==> config.mk <==
export PLATFORM = sky130hd
export DESIGN_NAME = processor_controller
export DESIGN_NICKNAME = d
export VERILOG_FILES = /design/src/rtl/processor_controller.sv
export SDC_FILE = /design/constraint.sdc
export NUM_CORES = 1
export LEC_CHECK = 0
export ABC_AREA = 1
export CAP_MARGIN = 20
export CORE_AREA = 2 2 77 79
export DETAILED_ROUTE_END_ITERATION = 8
export DIE_AREA = 0 0 79 81
export HOLD_SLACK_MARGIN = 0.02
export PLACE_DENSITY_LB_ADDON = 0.08
export SLEW_MARGIN = 20
export SYNTH_ARGS = -nofsm -noshare
export SYNTH_HDL_FRONTEND = slang
export SYNTH_SLANG_ARGS = --single-unit
==> constraint.sdc <==
create_clock -name clk -period 1.45 [get_ports clk]
set_clock_uncertainty 0.15 [all_clocks]
set_input_delay 0.435 -clock clk [delete_from_list [all_inputs] [get_ports clk]]
set_output_delay 0.435 -clock clk [all_outputs]
set_load 0.01 [all_outputs]
==> src/rtl/processor_controller.sv <==
// processor_controller: multi-cycle control unit for the small processor datapath.
//
// Sequences IDLE -> FETCH -> DECODE -> EXECUTE for every instruction and parks in
// HALT after a halt opcode. The instruction and the ALU zero flag are latched at
// the DECODE->EXECUTE edge; all outputs are a Moore decode of the state and that
// latched copy, so none of them follows an input combinationally.
//
// Ports:
//   clk          in   rising-edge clock
//   rst          in   asynchronous, active-high reset
//   instruction  in   IR contents, sampled at the DECODE->EXECUTE edge
//   zero_flag    in   ALU zero flag, sampled at the DECODE->EXECUTE edge (jz)
//   increment    out  PC increment strobe (FETCH)
//   ir_en        out  IR load enable (FETCH)
//   alu_in       out  ALU operation (EXECUTE of add/sub/mul)
//   a_mux/b_mux  out  source register selects
//   c_mux        out  destination select; non-zero acts as the write strobe
//   imm_en       out  write imm_value into register c_mux (ldi)
//   imm_value    out  immediate data
//   pc_load      out  load PC with pc_target (jmp, taken jz)
//   pc_target    out  jump target
//   halted       out  controller stopped
//   retired      out  completed-instruction count, wraps at 2^CNT_W
module processor_controller #(
    parameter int unsigned INSTR_W = 16,
    parameter int unsigned OP_W    = 3,
    parameter int unsigned SEL_W   = 2,
    parameter int unsigned ADDR_W  = 8,
    parameter int unsigned CNT_W   = 16
) (
    input  logic               clk,
    input  logic               rst,
    input  logic [INSTR_W-1:0] instruction,
    input  logic               zero_flag,
    output logic               increment,
    output logic               ir_en,
    output logic [OP_W-1:0]    alu_in,
    output logic [SEL_W-1:0]   a_mux,
    output logic [SEL_W-1:0]   b_mux,
    output logic [SEL_W-1:0]   c_mux,
    output logic               imm_en,
    output logic [ADDR_W-1:0]  imm_value,
    output logic               pc_load,
    output logic [ADDR_W-1:0]  pc_target,
    output logic               halted,
    output logic [CNT_W-1:0]   retired
);

    typedef enum logic [2:0] {
        StIdle,
        StFetch,
        StDecode,
        StExecute,
        StHalt
    } state_e;

    typedef enum logic [2:0] {
        OpAdd  = 3'b000,
        OpSub  = 3'b001,
        OpMul  = 3'b010,
        OpLdi  = 3'b011,
        OpJmp  = 3'b100,
        OpJz   = 3'b101,
        OpNop  = 3'b110,
        OpHalt = 3'b111
    } op_e;

    state_e             state_q, state_d;
    logic [INSTR_W-1:0] ir_q, ir_d;
    logic               taken_q, taken_d;
    logic [CNT_W-1:0]   retired_q, retired_d;

    // Field extraction from the latched instruction.
    logic [OP_W-1:0]   op_field;
    logic [SEL_W-1:0]  a_field;
    logic [SEL_W-1:0]  b_field;
    logic [SEL_W-1:0]  c_field;
    logic [ADDR_W-1:0] imm_field;
    logic              op_valid;
    op_e               op;

    assign op_field  = ir_q[INSTR_W-1 -: OP_W];
    assign a_field   = ir_q[INSTR_W-OP_W-1 -: SEL_W];
    assign b_field   = ir_q[INSTR_W-OP_W-SEL_W-1 -: SEL_W];
    assign c_field   = ir_q[INSTR_W-OP_W-2*SEL_W-1 -: SEL_W];
    assign imm_field = ir_q[ADDR_W-1:0];

    // Wide opcodes with any upper bit set fall back to nop.
    assign op_valid = ((op_field >> 3) == '0);
    assign op       = op_valid ? op_e'(op_field[2:0]) : OpNop;

    // State register.
    always_ff @(posedge clk or posedge rst) begin
        if (rst) begin
            state_q   <= StIdle;
            ir_q      <= '0;
            taken_q   <= 1'b0;
            retired_q <= '0;
        end else begin
            state_q   <= state_d;
            ir_q      <= ir_d;
            taken_q   <= taken_d;
            retired_q <= retired_d;
        end
    end

    // Next-state logic.
    always_comb begin
        state_d   = state_q;
        ir_d      = ir_q;
        taken_d   = taken_q;
        retired_d = retired_q;
        unique case (state_q)
            StIdle:   state_d = StFetch;
            StFetch:  state_d = StDecode;
            StDecode: begin
                ir_d    = instruction;
                taken_d = zero_flag;
                state_d = StExecute;
            end
            StExecute: begin
                retired_d = retired_q + CNT_W'(1);
                state_d   = (op == OpHalt) ? StHalt : StFetch;
            end
            StHalt:   state_d = StHalt;
            default:  state_d = StIdle;
        endcase
    end

    // Output decode.
    always_comb begin
        increment = 1'b0;
        ir_en     = 1'b0;
        alu_in    = '0;
        a_mux     = '0;
        b_mux     = '0;
        c_mux     = '0;
        imm_en    = 1'b0;
        imm_value = '0;
        pc_load   = 1'b0;
        pc_target = '0;
        halted    = 1'b0;
        unique case (state_q)
            StFetch: begin
                increment = 1'b1;
                ir_en     = 1'b1;
            end
            StExecute: begin
                unique case (op)
                    OpAdd, OpSub, OpMul: begin
                        alu_in = op_field;
                        a_mux  = a_field;
                        b_mux  = b_field;
                        c_mux  = c_field;
                    end
                    OpLdi: begin
                        imm_en    = 1'b1;
                        c_mux     = c_field;
                        imm_value = imm_field;
                    end
                    OpJmp: begin
                        pc_load   = 1'b1;
                        pc_target = imm_field;
                    end
                    OpJz: begin
                        // Condition was frozen at the DECODE->EXECUTE edge.
                        pc_load   = taken_q;
                        pc_target = imm_field;
                    end
                    default: ;
                endcase
            end
            StHalt:  halted = 1'b1;
            default: ;
        endcase
    end

    assign retired = retired_q;

endmodule

; ---- Yosys cells after proc, flatten, opt, wreduce, memory -nomap -nowiden
; Cells that the tools add are included.
; W data, S select, Z words.
[totals]
regBits = 36
[op_classes]
n_reduce_logical = 5
eq_ne = 10
addsub = 1
mux = 20
[op_table]
columns = operator, count
row1 = $mux W8, 4
row2 = $add A16 B1 Y16 const B, 1
row3 = $pmux W3 S5, 1
row4 = $eq A3 B2 Y1 const B, 4
row5 = $eq A3 B3 Y1 const B, 4
row6 = $mux W2, 6
row7 = $mux W3, 3
row8 = $eq A3 B1 Y1 const B, 2
row9 = $logic_not A3 Y1, 2
row10 = $mux W1, 5
row11 = $reduce_or A4 Y1, 1
row12 = $reduce_or A3 Y1, 1
row13 = $pmux W1 S2, 1
row14 = $reduce_or A2 Y1, 1

; ---- Longest topological paths before layout
; Gate-level depths: netlist of run 1.
[depth]
word_depth = 4
ltp_mapped = 7
depth_no_buf = 7

; ---- Worst setup path before layout of run 1
; OpenSTA, ideal clock, no wires.
[synth_path]
path_type = reg2out
from = reg state_q[2]
to = out imm_value[0]
slack_ps = -343
t_arrival_ps = 1208
path_stages_with_launch = 6
path_cell_list = dfrtp_1 > inv_2 > nand3_4 > nor2_1 > inv_1 > nor2_1
[synth_via]
elab_chain_len = 2
[synth_lines]
columns = item, line
row1 = "start, declared", 68  ; state_e state_q, state_d;
row2 = "start signal, assigned", 95  ; state_q <= StIdle;
row3 = "start signal, assigned", 100  ; state_q <= state_d;
row4 = $eq A3 B2 Y1, 143  ; unique case (state_q)
row5 = $mux W8, 143
row6 = "end, declared", 42  ; output logic [ADDR_W-1:0] imm_value,
; Every way passes these cells.

; ---- Final worst setup path of run 1
[layout_path]
from = reg state_q[2]
to = out imm_value[7]
; Same word-level chain as after synthesis.

==> impl_results.md, run 1 <==
* Status: finished with violations
* Failing checks: setup timing
* CP top delay family: flip-flops
* Hold_buf cts at 0
* Setup tns final at -17.93 ns
* Hpwl dp at 3230 µm
* Mapped Cells at 233
* Starting density of the core at between 30 and 40%
* WP buf/inv at 3
* Slew Limit Fails at 0
* Final Hold Fails at 0
* Pre-CTS setup slack at -0.616 ns
* Clock Path Buffers at 2
* Largest net degree at the start of global routing at 37
* Critical Path Source Type: flip-flop
* Synth unique cells at 30
* Clk slew on worst S/H paths at about 0.080 ns
* Die Wd at 79 µm
* Fmax at 498 MHz
* Post-synth ARST share at 100%
* Final net count at 375
* Average size of a mapped cell at 8.08 µm²
* Min Tclk post-route at ~2 ns
* Ys flop type: dfrtp_1
* DRT Pass-1 Iters at 4
* PortBufs at 63
* Via count at 1890
* Register area share after synthesis at 47.9%
* Post-route clock period utilization at 138%
* Cell Rows at 28
* Worst skew pair latency at 0.29 ns
* Antenna cells at 0
* Worst path arrival time at 1.42 ns
* TritonCTS buffer count at 5
* Iteration-0 DRC Markers at 33
* Setup WS post-layout at -0.557 ns
* Total Wirelength at approximately 5000 µm
* Cells along the critical path: inv_2 > nand3_4 > buf_4 > nor3_2 > buf_2
* R2R Setup Slk at -0.49 ns
* Hold Crit Class: input pin to async pin
* RSZ-0062 raised after global routing: true
* Setup CP Type: flip-flop to primary output
* Critical Path End Type: primary output
* Layout cells sized above 1 at 46.1%
* Core Region at 5680 µm²
* Routability cong. at 0.752
* Root Buffer: clkbuf_8
* Number of antenna violations at the first check in global routing at 0
* Fin util at a little under three fifths
* Via-to-Cell Ratio at 4.39
* CTS H-tree depth at 2
* Register bit total from synthesis at 36
* Antenna-violating nets left at 0
* Lkg Pwr at 0.00172 µW
* Power per cell area at 1720 nW/µm²
* Setup-failing EPs final at 44
* Worst IR Drop VDD at 0.761 mV
* Final non-filler cell total at 431
* Drt wl/cell at about 12 µm
* CP required at 0.87 ns
* Syn. warnings at 0
* Overflow after GRT at 0
* Die Span Y at 81 µm
* Critical path's slowest cell: dfrtp_2
* Post-synthesis net count at around 250
* Post-synth EDFFs at 0
* Syn-to-layout area delta at 70.3%
* CP peak stage delay at 0.45 ns
* Reg2reg start: state_q[2]
* Fillers at ~550
* Synth Cell Area at 1880 µm²
* Vias in the first global route at between 1500 and 2000
* Max-cap violations at 0
* I/O pin total at 65
* Worst Path Max Fanout at 5
* Reg2Reg Depth at 11
* DR DRC count at 0
* Reg2reg end: retired[10]
* Placed Cells at 402
* CTS tree: yes
* PnR Total Power at 5510 µW
* Die area at 6400 µm²
* Total GRT Usage at 16.3%
* Clock sinks at 36
* First-pass GRT wire length at just over 8000 µm
layout make-up:
cell class | count | area, µm² | share of cell area, %
Sequential cell | 36 | 905 | 28.2
Multi-Input combinational cell | 157 | 1000 | 31.2
Timing Repair Buffer | 120 | 960 | 29.9
Inverter | 35 | 139 | 4.33
Clock inverter | 2 | 35.0 | 1.09
Tap cell | 75 | 93.8 | 2.93
Clock buffer | 6 | 72.6 | 2.26
layout by cell type (no fill, tap or decap), drive strengths merged:
master,instances
xor2,5
nand2,47
clkbuf,8
clkinv,1
conb,1
o21ai,7
buf,99
nand3,11
dfrtp,36
inv,35
or2,1
bufinv,1
ha,1
o221ai,1
nand3b,1
clkdlybuf4s15,1
a21oi,15
nor2,55
xnor2,4
nand4,4
nor3,4
clkdlybuf4s50,18
where the power goes:
part,leakage [µW],internal (µW),switching [µW]
registers,0.000440,1350,186
logic,0.00122,1460,1630
clock network,0.0000552,511,376
total,0.00172,3320,2190
routing by layer:
layer	global-route usage, %	vias to the layer above	part of all wire, %
met1	18.5	879	40
met5	0	-	0
met3	4.11	6	4.7
li1	-	962	-
met4	5.17	0	1.4
met2	30.0	43	53
cells in the mapped netlist, types with 3 or more instances:
cell / count / area (µm²)
nor2_1: 52 / 195
nand2_1: 41 / 154
dfrtp_1: 36 / 901
inv_1: 34 / 128
a21oi_1: 14 / 70.1
nand3_1: 10 / 50.1
o21ai_0: 6 / 30.0
xor2_1: 5 / 43.8
buf_2: 3 / 15.0
nand2_2: 3 / 18.8
nand4_1: 3 / 18.8
nor3_1: 3 / 15.0
xnor2_1: 3 / 26.3
per-stage QoR:
step | cell area (µm²) | hold slack (ns)
2_1_floorplan | 1950 | 0.303
6_report | 3210 | 0.337
3_3_place_gp | 2930 | 0.321
3_5_place_dp | 2930 | 0.339
4_1_cts | 3100 | 0.344
5_1_grt | 3210 | 0.376
how the worst max path moves through the flow:
stage,start,end,depth (start not counted)
floorplan,state_q[0],pc_target[0],5
global placement,state_q[2],imm_value[0],6
detailed placement,state_q[2],imm_value[4],6
CTS,state_q[2],imm_value[6],6
global route,state_q[1],a_mux[0],6
finish,state_q[2],imm_value[7],5
tightest hold or removal path: stages:
cell and delay (ns):
clkdlybuf4s50_1 0.39, inv_1 0.09, buf_12 0.23
registers in the layout (all words and copies together) (netlist names):
| register | count |
|---|---|
| state_q | 3 |
| ir_q | 16 |
| taken_q | 1 |
| retired | 16 |
kinds of logic (layout without fill, tap and decap cells):
group | count (synthesis) | count (layout) | synth area share, %
buffers and inverters | 41 | 163 | 9.17
DFF | 36 | 36 | 47.9
AOI/OAI and AO/OA | 23 | 23 | 6.52
and+or+nand+nor | 122 | 123 | 31.0
adders and majority gates | 1 | 1 | 0.665
xor gates and xnor gates | 9 | 9 | 4.59
other | 1 | 1 | 0.199
repair_timing:
| item | 4_1_cts | 5_1_grt |
|---|---|---|
| setup buffers | 18 | 3 |
| gates cloned | 0 | 3 |
| endpoints found under the setup margin | 54 | 56 |
| gates resized for setup | 201 | 27 |
| pin swaps | 10 | 7 |
Note: power is estimated with default switching activity, not from simulation.
==> run 2, diff against run 1 <==
--- a/config.mk
+++ b/config.mk
@@ -12,6 +12,7 @@
 export DIE_AREA = 0 0 79 81
 export HOLD_SLACK_MARGIN = 0.02
 export PLACE_DENSITY_LB_ADDON = 0.08
+export REMOVE_ABC_BUFFERS = 1
 export SLEW_MARGIN = 20
 export SYNTH_ARGS = -nofsm -noshare
 export SYNTH_HDL_FRONTEND = slang
==> run 2 against run 1 <==
The flow still finishes with violations (setup timing). Cell count grew 0.93%. First-iteration DRC count grew 64%. Register-to-register slack gained 0.36 ns. Sequential share of layout area shrank 2.2 points. Highest routed layer unchanged.
==> impl_results.md, run 2 (same netlist as run 1, synthesis figures left out) <==
* Status: finished with violations
* Failing checks: setup timing
* Setup CP Type: flip-flop to primary output
* Max-cap violations at 0
* Layout cells sized above 1 at between 50 and 60%
* Placed Cells at 399
* Hold_buf cts at 0
* Number of antenna violations at the first check in global routing at 0
* Hold Crit Class: input pin to async pin
* Via-to-Cell Ratio at about 4.4
* Crit path from: state_q[2]
* Worst path arrival time at 1.39 ns
* Most frequent cells in the layout: 40 x buf_2, 37 x buf_4, 35 x dfrtp_1
* Syn-to-layout area delta at 84.5%
* Total GRT Usage at 16.7%
* PortBufs at 63
* Antenna-violating nets left at 0
* Post-route cell area at 3470 µm²
* Die area at 6400 µm²
* Slew Limit Fails at 0
* Post-route clock period utilization at 137%
* Root Buffer: clkbuf_8
* Worst IR Drop VDD at 1.13 mV
* CTS H-tree depth at 2
* Hpwl dp at 3200 µm
* Largest net degree at the start of global routing at 37
* Setup tns final at -14.91 ns
* Final net count at roughly 380
* Iteration-0 DRC Markers at 54
* Lkg Pwr at 0.00180 µW
* Overflow after GRT at 0
* Cells along the critical path: nor2_4 > buf_6 > nand2_8 > a21oi_2 > buf_2
* Die Span Y at 81 µm
* DR DRC count at 0
* Clk slew on worst S/H paths at 0.08 ns
* Critical Path Source Type: flip-flop
* Worst Path Max Fanout at 5
* Vias in the first global route at 1876
* Setup-failing EPs final at 60
* RSZ-0062 raised after global routing: true
* TritonCTS buffer count at 5
* Most common cell after layout, fill and taps aside: buf_2
* Routability cong. at 0.756
* First-pass GRT wire length at 8290 µm
* Antenna cells at 0
* Pre-CTS setup slack at -0.686 ns
* Starting density of the core at 33.2%
* Core Region at 5680 µm²
* Final Hold Fails at 0
* Setup WS post-layout at -0.530 ns
* Critical Path End Type: primary output
* CP required at 0.87 ns
* Reg2reg start: state_q[2]
* WP buf/inv at 2
* Clock Path Buffers at 2
* Cell Rows at 28
* Final non-filler cell total at 435
* Worst skew pair latency at 0.29 ns
* Power per cell area at 1750 nW/µm²
* Drt wl/cell at 12.3 µm
* Post-place instance area at between 2000 and 3000 µm²
* Min Tclk post-route at slightly below 2 ns
* Fmax at 505 MHz
* Die Wd at between 70 and 80 µm
* DRT Pass-1 Iters at 4
* Critical path's slowest cell: dfrtp_1
* Clock sinks at 36
* Total Wirelength at 5350 µm
* Fillers at 518
* CP peak stage delay at 0.43 ns
* I/O pin total at 65
* CP top delay family: flip-flops
* Via count at approximately 1900
* CTS tree: yes
-- run 2: changes by cell type in the layout (fill, tap and decap cells not counted), sizes merged --
cell           previous run  this run
clkinv                    1         2
bufinv                    1         0
buf                      99       104
clkdlybuf4s15             1         0
-- run 2: timing repair --
| action | in CTS | in global routing |
|---|---|---|
| cloned | 1 | 3 |
| setup buffers | 26 | 5 |
| hold endpoints to repair | 0 | 0 |
| endpoints found under the setup margin | 55 | 66 |
| gates resized for setup | 235 | 83 |
| pin swaps | 18 | 22 |
-- run 2: worst reg2reg max path, cell delays in order, from the launching register on --
cell and delay (ns):
dfrtp_1 0.43, inv_2 0.11, nand3_4 0.09, buf_8 0.14, buf_6 0.12, nor2_4 0.17, nand2_4 0.08, o21ai_2 0.12
nand2_1 0.06
-- run 2: cell type report --
cell class	count	area (µm²)	share of cell area, %
clock buffers	6	82.6	2.38
flip-flops and latches	36	902	26.0
repair buffers	124	1050	30.3
well taps	75	93.8	2.70
multi-input cells	157	1200	34.5
clock inverters	2	10.0	0.288
inverters	35	134	3.86
-- run 2: per-stage QoR --
stage | hold slack (ns) | util, % | power (µW)
3_3_place_gp | 0.315 | 50.1 | 3840
5_1_grt | 0.357 | 61.2 | 6490
3_5_place_dp | 0.325 | 50.1 | 3870
4_1_cts | 0.344 | 54.3 | 5230
6_report | 0.338 | 61.2 | 6090
2_1_floorplan | 0.303 | - | 2660
-- run 2: final timing paths --
check                         endpoint  slack, ns  cells past startpoint
hold reg to reg               ir_q[12]       0.36                      2
max in group asynchronous   state_q[1]       0.59                      3
hold / removal             retired[10]       0.34                      3
setup reg to reg           retired[10]      -0.13                      8
min in group clk              ir_q[12]       0.36                      2
setup / recovery               pc_load      -0.53                      5
-- run 2: layer usage --
metal	vias up	part of all wire (%)	global-route usage (%)
met2	47	53	29.2
met3	6	5.5	4.67
met5	-	0	0
met4	0	1.2	6.72
met1	901	40	19.2
li1	971	-	-
-- run 2: power breakdown --
part | switching (µW) | internal [µW] | total, µW | leakage (µW)
logic | 1950 | 1870 | 3820 | 0.00131
registers | 168 | 1350 | 1520 | 0.000443
clock network | 374 | 379 | 754 | 0.0000510
==> run 3, diff against run 2 <==
--- a/config.mk
+++ b/config.mk
@@ -8,10 +8,11 @@
 export ABC_AREA = 1
 export CAP_MARGIN = 20
 export CORE_AREA = 2 2 77 79
+export CTS_CLUSTER_DIAMETER = 60
 export DETAILED_ROUTE_END_ITERATION = 8
 export DIE_AREA = 0 0 79 81
 export HOLD_SLACK_MARGIN = 0.02
-export PLACE_DENSITY_LB_ADDON = 0.08
+export PLACE_DENSITY = 0.63
 export REMOVE_ABC_BUFFERS = 1
 export SLEW_MARGIN = 20
 export SYNTH_ARGS = -nofsm -noshare
==> run 3 against run 2 <==
The run still ends with setup timing left. Non-clock buffer count is 4 lower. Global-route usage is 1.0 points lower. Power is 2.0% lower. Maximum frequency shrank 0.58%. Cell count down 0.92%. Utilization shrank 2.0 points. Cell area down 3.2%. First-iteration DRC count decreased by 1.9%. Flip-flop and latch count unchanged. Combinational power is 2% lower. Clock-buffer cell count up 2. Register-to-register slack lost 0.05 ns. Critical path type unchanged. Critical endpoint is now pc_target[5]. Largest cell class unchanged. Largest power group unchanged. Highest routed layer unchanged.
==> impl_results.md, run 3 (same netlist as run 1, synthesis figures left out) <==
* Critical Path Source Type: flip-flop
* Worst skew pair latency at slightly below 0.3 ns
* Worst IR Drop VDD at 0.967 mV
* Via count at 1906
* Status: finished with violations
* Die area at ~6400 µm²
* TritonCTS buffer count at 5
* Critical path's slowest cell: dfrtp_1
* Met1 Wirelength at roughly 2300 µm
* Post-route cell area at 3360 µm²
* Root Buffer: clkbuf_8
* Final net count at 375
* Clk pwr share at 12.4%
* Total Wirelength at 5530 µm
* Setup-failing EPs final at 62
* Total GRT Usage at between 10% and 20%
* Iteration-0 DRC Markers at 53
* PortBufs at 63
* Routed wl met3 at 266 µm
* Hpwl dp at 3300 µm
* Setup WS post-layout at -0.542 ns
* Max-cap violations at 0
* Met2 wire len at 2880 µm
* DR DRC count at 0
* Vias in the first global route at 1730
* Number of antenna violations at the first check in global routing at 0
* Post-place instance area at roughly 2800 µm²
* Most frequent cells in the layout: 37 x buf_2, 37 x buf_4, 34 x dfrtp_1
* Starting density of the core at 33.2%
* Min Tclk post-route at 1.99 ns
* Via-to-Cell Ratio at 4.42
* Cell Rows at 28
* DRT Pass-1 Iters at 4
* Worst path arrival time at 1.41 ns
* CTS H-tree depth at 2
* Sw frac at 40.7%
* Hold Crit Class: input pin to async pin
* Clock Path Buffers at 2
* Antenna cells at 0
* Syn-to-layout area delta at 78.6%
* Clock sinks at 36
* Failing checks: setup timing
* CTS tree: yes
* Crit path from: state_q[2]
* CP peak stage delay at 0.43 ns
* Post-route clock period utilization at 137%
* Die Span Y at 81 µm
* Register Area at 903 µm²
* Die Wd at 79 µm
* RSZ-0062 raised after global routing: true
* Critical Path End Type: primary output
* Largest net degree at the start of global routing at 37
* Combinational share of power at 62.4%
* Final Hold Fails at 0
* Overflow after GRT at 0
* CP required at a little under 0.9 ns
* Reg2reg start: state_q[2]
* Fmax at 502 MHz
* Antenna-violating nets left at 0
* Worst Path Max Fanout at 5
* DR top layer: met4
* Fillers at 516
* Routability cong. at 0.748
* Setup CP Type: flip-flop to primary output
* Cells along the critical path: nor2_4 > buf_6 > nand2_8 > nor2_1 > buf_2
* Reg power frac at 25.2%
* Layout cells sized above 1 at 51.1%
* Sw power at 2430 µW
* Setup tns final at -16.70 ns
* Lkg Pwr at 0.00174 µW
* Multi-input gate area in the final layout at roughly 1100 µm²
* I/O pin total at 65
* Pint at 3540 µW
* Clk slew on worst S/H paths at roughly 0.07 ns
* Reg2Reg Depth at 8
* Slew Limit Fails at 0
* Power per cell area at approximately 1800 nW/µm²
* First-pass GRT wire length at 7850 µm
* Drt wl/cell at 12.8 µm
* Core Region at 5680 µm²
run 3: metrics by stage:
| stage | cells | hold WS (ns) | util (%) | worst slack [ns] | power [µW] |
|---|---|---|---|---|---|
| floorplan | 227 | 0.303 | - | -0.343 | 2660 |
| global placement | 398 | 0.349 | 49.8 | -0.636 | 3780 |
| detailed placement | 398 | 0.363 | 49.8 | -0.654 | 3820 |
| CTS | 416 | 0.340 | 51.5 | -0.514 | 4930 |
| global route | 431 | 0.364 | 59.2 | -0.599 | 6370 |
| finish | 431 | 0.333 | 59.2 | -0.542 | 5970 |
run 3: repair_timing:
action                     CTS  global route
setup endpoints to repair   52            59
pin swaps                   14            17
resized for setup          225            67
hold buffers                 0             0
gates cloned                 1             6
setup buffers               10            10
run 3: worst paths after layout:
| kind | slack, ns | end |
|---|---|---|
| hold / removal | 0.33 | retired[12] |
| min in group clk | 0.38 | taken_q |
| setup reg to reg | -0.18 | retired[15] |
| setup / recovery | -0.54 | pc_target[5] |
| hold reg to reg | 0.38 | taken_q |
| max in group asynchronous | 0.63 | state_q[1] |
run 3: cell type report:
cell class | count | share of cell area (%)
Inverter | 35 | 3.98
Clock buffer | 8 | 2.68
Sequential cell | 36 | 26.9
Timing Repair Buffer | 120 | 30.5
Tap cell | 75 | 2.79
Multi-Input combinational cell | 157 | 33.2
run 3: worst max-delay path, delay by kind of cell, from the launching register on:
kind	cells	cell delay, ns
buffers and inverters	2	0.29
AND/OR/NAND/NOR	3	0.40
flip-flops	1	0.43
run 3: power by group through the flow:
stage	clock (µW)	sequential [µW]	combinational [µW]
5_1_grt	819	1540	4010
6_report	741	1500	3730
3_3_place_gp	0	1530	2250
4_1_cts	756	1500	2680
2_1_floorplan	0	1610	1050
3_5_place_dp	0	1550	2270
run 3: metal layers:
layer	up-vias	GRT usage (%)
li1	964	-
met1	887	19.1
met2	46	26.4
met3	9	4.33
met4	0	5.86
met5	-	0
